===== src/rtl/decoder_scan_sequencer.sv =====
// Scan sequencer that steps a 3-8 decoder through the channels enabled in a mask.
// Each channel is held for a programmable dwell, and the sequencer runs either one frame or continuously.
//
// state | meaning
// IDLE  | no scan active, outputs parked at 0, waiting for an enabled Start_In
// SCAN  | holding the active channel for its dwell, then advancing through the mask
module decoder_scan_sequencer #(
    parameter int DWELL_WIDTH = 8
) (
    input  logic                   Clock_In,
    input  logic                   Reset_In,
    input  logic                   Start_In,
    input  logic                   Enable_In,
    input  logic                   Single_Shot_In,
    input  logic [7:0]             Channel_Mask_In,
    input  logic [DWELL_WIDTH-1:0] Dwell_In,
    output logic [2:0]             Encoded_Value_Out,
    output logic                   Valid_Out,
    output logic                   Busy_Out,
    output logic                   Channel_Advance_Out,
    output logic                   Frame_Done_Out
);

    typedef enum logic {
        ST_IDLE = 1'b0,
        ST_SCAN = 1'b1
    } state_t;

    localparam logic [DWELL_WIDTH-1:0] DWELL_ONE = {{(DWELL_WIDTH-1){1'b0}}, 1'b1};

    state_t                 r_state;
    logic [2:0]             r_chan;
    logic [DWELL_WIDTH-1:0] r_cnt;
    logic                   r_valid;
    logic                   r_busy;
    logic                   r_adv;
    logic                   r_done;

    logic [2:0] w_first;
    logic [2:0] w_next;
    logic [2:0] w_idx;
    logic       w_found;
    logic       w_wrap;
    logic       w_mask_any;

    // The search runs upward from r_chan+1. The final probe (offset 8) lands back on
    // r_chan itself, which is how a mask with a single bit wraps onto that same channel.
    always_comb begin
        w_next  = r_chan;
        w_found = 1'b0;
        w_idx   = 3'd0;
        for (int k = 1; k <= 8; k++) begin
            w_idx = r_chan + 3'(k);
            if (!w_found && Channel_Mask_In[w_idx]) begin
                w_next  = w_idx;
                w_found = 1'b1;
            end
        end
    end

    always_comb begin
        w_first = 3'd0;
        for (int i = 7; i >= 0; i--) begin
            if (Channel_Mask_In[i]) begin
                w_first = 3'(i);
            end
        end
    end

    assign w_mask_any = |Channel_Mask_In;
    assign w_wrap     = (w_next <= r_chan);

    always_ff @(posedge Clock_In) begin
        if (Reset_In) begin
            r_state <= ST_IDLE;
            r_chan  <= 3'd0;
            r_cnt   <= '0;
            r_valid <= 1'b0;
            r_busy  <= 1'b0;
            r_adv   <= 1'b0;
            r_done  <= 1'b0;
        end else begin
            r_adv  <= 1'b0;
            r_done <= 1'b0;
            case (r_state)
                ST_IDLE: begin
                    if (Start_In && Enable_In && w_mask_any) begin
                        r_state <= ST_SCAN;
                        r_chan  <= w_first;
                        r_cnt   <= Dwell_In;
                        r_valid <= 1'b1;
                        r_busy  <= 1'b1;
                    end
                end
                ST_SCAN: begin
                    if (Enable_In) begin
                        if (r_cnt != '0) begin
                            r_cnt <= r_cnt - DWELL_ONE;
                        end else if (!w_mask_any) begin
                            r_state <= ST_IDLE;
                            r_chan  <= 3'd0;
                            r_valid <= 1'b0;
                            r_busy  <= 1'b0;
                        end else if (w_wrap && Single_Shot_In) begin
                            r_state <= ST_IDLE;
                            r_chan  <= 3'd0;
                            r_valid <= 1'b0;
                            r_busy  <= 1'b0;
                            r_done  <= 1'b1;
                        end else begin
                            r_chan <= w_next;
                            r_cnt  <= Dwell_In;
                            r_adv  <= 1'b1;
                            r_done <= w_wrap;
                        end
                    end
                end
                default: begin
                    r_state <= ST_IDLE;
                end
            endcase
        end
    end

    assign Encoded_Value_Out   = r_chan;
    assign Valid_Out           = r_valid;
    assign Busy_Out            = r_busy;
    assign Channel_Advance_Out = r_adv;
    assign Frame_Done_Out      = r_done;

endmodule


===== config.mk =====
export PLATFORM = sky130hd
export DESIGN_NAME = decoder_scan_sequencer
export DESIGN_NICKNAME = d
export VERILOG_FILES = /design/src/rtl/decoder_scan_sequencer.sv
export SDC_FILE = /design/constraint.sdc
export NUM_CORES = 1
export LEC_CHECK = 0
export CORE_ASPECT_RATIO = 1.4
export CORE_MARGIN = 4
export CORE_UTILIZATION = 65
export DETAILED_ROUTE_END_ITERATION = 12
export DONT_BUFFER_PORTS = 1
export GPL_TIMING_DRIVEN = 1
export PLACE_DENSITY_LB_ADDON = 0.1
export REMOVE_ABC_BUFFERS = 1
export SKIP_CTS_REPAIR_TIMING = 1
export SYNTH_ARGS = -nofsm -noshare
export SYNTH_HDL_FRONTEND = slang
export SYNTH_SLANG_ARGS = --single-unit

===== constraint.sdc =====
create_clock -name Clock_In -period 6 [get_ports Clock_In]
set_input_delay 0.6 -clock Clock_In [delete_from_list [all_inputs] [get_ports Clock_In]]
set_output_delay 0.6 -clock Clock_In [all_outputs]
set_load 0.05 [all_outputs]

==> flow_summary.yaml <==
detailed_routing:
  dr.pass1.iters: 5
  vias_per_cell: 7.359
  drt_iter0_markers: 119
  routed_wl_mm: 5.697
  vias: 2068
  drcViolationCount: 0
  wl_per_cell_um: 20.27
  ant_nets: 0
synth:
  synth_cells: 260
  synth_compound_area_share_pct: 27.90
  yosysUniqueCellTypes: 55
  avgSynthCellArea_um2: 7.935
  synth-seq-cells: 15
  ys_seq_area_share_pct: 14.55
  synth_flop_cell: "dfxtp_1"
  synth-simple-area-share_pct: 19.59
  synth-edff-count: 0
  muxShareOfSynthArea_pct: 24.62
  synthAdderAreaFrac_pct: 3.639
  synth_top_family_by_area: "compound AO/OA/AOI/OAI gates"
  synth-async-reset-ratio_pct: 0
  ys_warn_count: 0
  synth-xor-area-share_pct: 2.183
  syn_area_mm2: 0.002063
power:
  peakVddDrop_mv: 0.1151
  pwr-share-seq_pct: 30.0
  switchingPower_w: 0.0001670
  p_per_area_mw_per_mm2: 196.2
  switching_share_pct: 40.95
  p_int_w: 0.0002408
  p_clk_share_pct: 20.4
  pwr-share-comb_pct: 49.6
  leakage_nw: 0.7298
timing:
  period_share_pct: 88.24
  relSlewSlack_pct: 35.76
  fmax_ghz: 0.1889
  hold_viol_final: 0
  grt_setup_unrepaired: "false"
  fin_skew_ns: 0.0008920
  finalCriticalPeriod_ns: 5.294
  slew_viol_final: 0
  fin_setup_tns_ns: 0
  worst_pin_slew_ns: 0.9623
  finalSetupViolations: 0
global_route:
  overflow: 0
  first_global_vias: 2069
  grt_max_degree: 29
  grt_first_pass_wirelength_mm: 9.494
  grt_usage_pct: 28.47
  antenna_found_initial: 0
clocking:
  path_clk_slew_ns: 0.06
  cts_root_buffer: "clkbuf_8"
  worstSkewPairLatency_ns: 0.25
  cts_buffers: 3
  htree_levels: 1
  cts.path.max_buffers: 2
  cts_tree: "built"
  cts.sinks: 15
run_status:
  status: "complete, no violations"
worst_setup_path:
  r2r_start: "Encoded_Value_Out[0]"
  critical_path.max_fanout: 12
  regToRegSetupSlack_ns: 0.71
  startpoint: "Encoded_Value_Out[0]"
  cp-endpoint: "r_cnt[4]"
  critical_path_arrival_ns: 5.48
  worstRegToRegCells: 17
  cp.required_ns: 6.18
  crit_path_end_kind: "flip-flop"
  crit_type: "flip-flop to flip-flop"
  rr_endpoint: "r_cnt[4]"
  start_kind: "flip-flop"
place:
  numPortBuffers: 0
  dp_hpwl_mm: 4.337
  place_inst: 277
  gp_congestion: 0.9693
floorplanning:
  dieArea_mm2: 0.004152
  fp-row-count: 23
  pin_count: 28
  start_util_pct: 69.61
  die_h_um: 74.66
  fp.dieW_um: 55.62
  fp.coreArea_mm2: 0.002964
cells_and_area:
  synthToLayoutAreaGrowth_pct: 0.7275
  stdcell_count: 281
  diodes: 0
  drive_gt1_share_pct: 14.75
  fillerInstances: 250
  nNetsFinal: 272
flow_run:
  drv_cap: 0
min_path:
  hp-class: "primary input to flip-flop"
  hold_path.startpoint: "Reset_In"
[power by group through the flow]
stage               Sequential [W]  Clock [W]  Combinational [W]
floorplan                 0.000130          0           0.000151
global placement          0.000123          0           0.000190
detailed placement        0.000124          0           0.000198
CTS                       0.000122  0.0000820           0.000200
global route              0.000124  0.0000880           0.000222
finish                    0.000122  0.0000831           0.000202
[worst max-delay path, cell delays in order, from the launching register on]
cell	delay, ns
dfxtp_1	0.35
clkinv_1	0.23
ha_1	0.51
buf_4	0.27
mux4_2	0.38
mux2i_1	0.34
o21ai_0	0.22
or4_1	0.58
o21ai_2	0.09
a21oi_1	0.09
ha_1	0.29
nor2b_1	0.14
o21a_1	0.16
o21ai_0	0.28
a21oi_1	0.28
o21ai_0	0.63
o21ai_0	0.22
a21oi_1	0.17
[per-stage QoR]
step / setup WS (ns) / cell area [µm²] / utilization, % / hold WS (ns) / power, W
after detailed placement: 0.8540 / 2033 / 68.59 / 0.4645 / 0.0003228
final: 0.7056 / 2078 / 70.11 / 0.4069 / 0.0004078
after floorplan: -0.02796 / 1957 / - / 0.4344 / 0.0002815
after CTS: 0.7939 / 2078 / 70.11 / 0.4076 / 0.0004042
after global routing: 0.3304 / 2078 / 70.11 / 0.4012 / 0.0004337
after global placement: 1.122 / 2033 / 68.59 / 0.4571 / 0.0003130
[synthesized netlist by cell type (2+ instances only)]
master / instances / area share (%)
buf_4: 2 / 0.73
nand2b_1: 2 / 0.61
a221o_1: 2 / 0.97
a21oi_1: 24 / 5.8
a32oi_1: 2 / 0.85
dfxtp_1: 15 / 15
nor4_1: 5 / 1.5
nand2_1: 27 / 4.9
o21ai_0: 17 / 4.1
nand4_1: 2 / 0.61
a221oi_1: 3 / 1.3
o41ai_1: 2 / 0.85
o311ai_0: 2 / 0.85
nor2_1: 13 / 2.4
clkbuf_1: 15 / 2.7
o211ai_1: 3 / 1.1
nor2b_1: 6 / 1.8
buf_2: 7 / 1.7
nand3_1: 4 / 0.97
mux4_2: 13 / 14
and2_1: 3 / 0.91
or3_1: 2 / 0.61
o21bai_1: 2 / 0.73
clkinv_1: 2 / 0.36
ha_1: 6 / 3.6
o21a_1: 5 / 1.8
mux2_2: 8 / 4.4
nor3_1: 12 / 2.9
mux2i_1: 11 / 5.3
inv_1: 11 / 2.0
o31ai_1: 8 / 2.9
[cells in the final DEF (no fill, tap or decap), types with 2 or more instances in the layout]
master,count
nand2_1,27
a21oi_1,24
o21ai_0,17
dfxtp_1,15
mux4_2,13
nor2_1,13
nor3_1,12
inv_1,11
mux2i_1,11
mux2_2,8
o31ai_1,8
nor2b_1,6
ha_1,6
o21a_1,5
nor4_1,5
nand3_1,4
buf_4,4
a221oi_1,3
and2_1,3
o211ai_1,3
clkbuf_8,3
clkinv_1,2
a221o_1,2
a32oi_1,2
o21bai_1,2
o311ai_0,2
nand4_1,2
o41ai_1,2
or3_1,2
nand2b_1,2
[how the worst min path moves through the flow]
stage / to / cells after the start / slack [ns]
after CTS: Encoded_Value_Out[0] / 1 / 0.41
after global placement: r_cnt[1] / 2 / 0.46
final: Encoded_Value_Out[0] / 1 / 0.41
after floorplan: r_cnt[1] / 2 / 0.43
after global routing: Encoded_Value_Out[0] / 1 / 0.40
after detailed placement: r_cnt[1] / 2 / 0.46
[logic make-up (layout without fill, tap and decap cells)]
group	after synthesis	count (layout)
buffers and inverters	37	21
and+or+nand+nor	82	82
xor gates and xnor gates	3	3
AOI/OAI and AO/OA	84	84
muxes	33	33
adders and majority gates	6	6
DFF	15	15
[layout make-up]
| class | count | area [µm²] | area share (%) |
|---|---|---|---|
| Multi-Input combinational cell | 208 | 1608 | 77.36 |
| Clock buffer | 4 | 45.04 | 2.167 |
| Sequential cell | 15 | 300.3 | 14.45 |
| Timing Repair Buffer | 4 | 30.03 | 1.445 |
| Inverter | 13 | 48.80 | 2.348 |
| Tap cell | 37 | 46.29 | 2.228 |
[flip-flops by register name, indices dropped and copies added (netlist names)]
| name | flops |
|---|---|
| r_cnt | 8 |
| Encoded_Value_Out | 3 |
| Busy_Out | 1 |
| Channel_Advance_Out | 1 |
| Frame_Done_Out | 1 |
| r_state | 1 |
[routing by layer]
metal  wire (µm)  up-vias  track usage (%)
li1            -      957                -
met1        2083      991            30.15
met4         327        0            18.11
met5           0        -                0
met3         280       29            3.259
met2        3005       91            53.95
(Power assumes the default switching activity.)
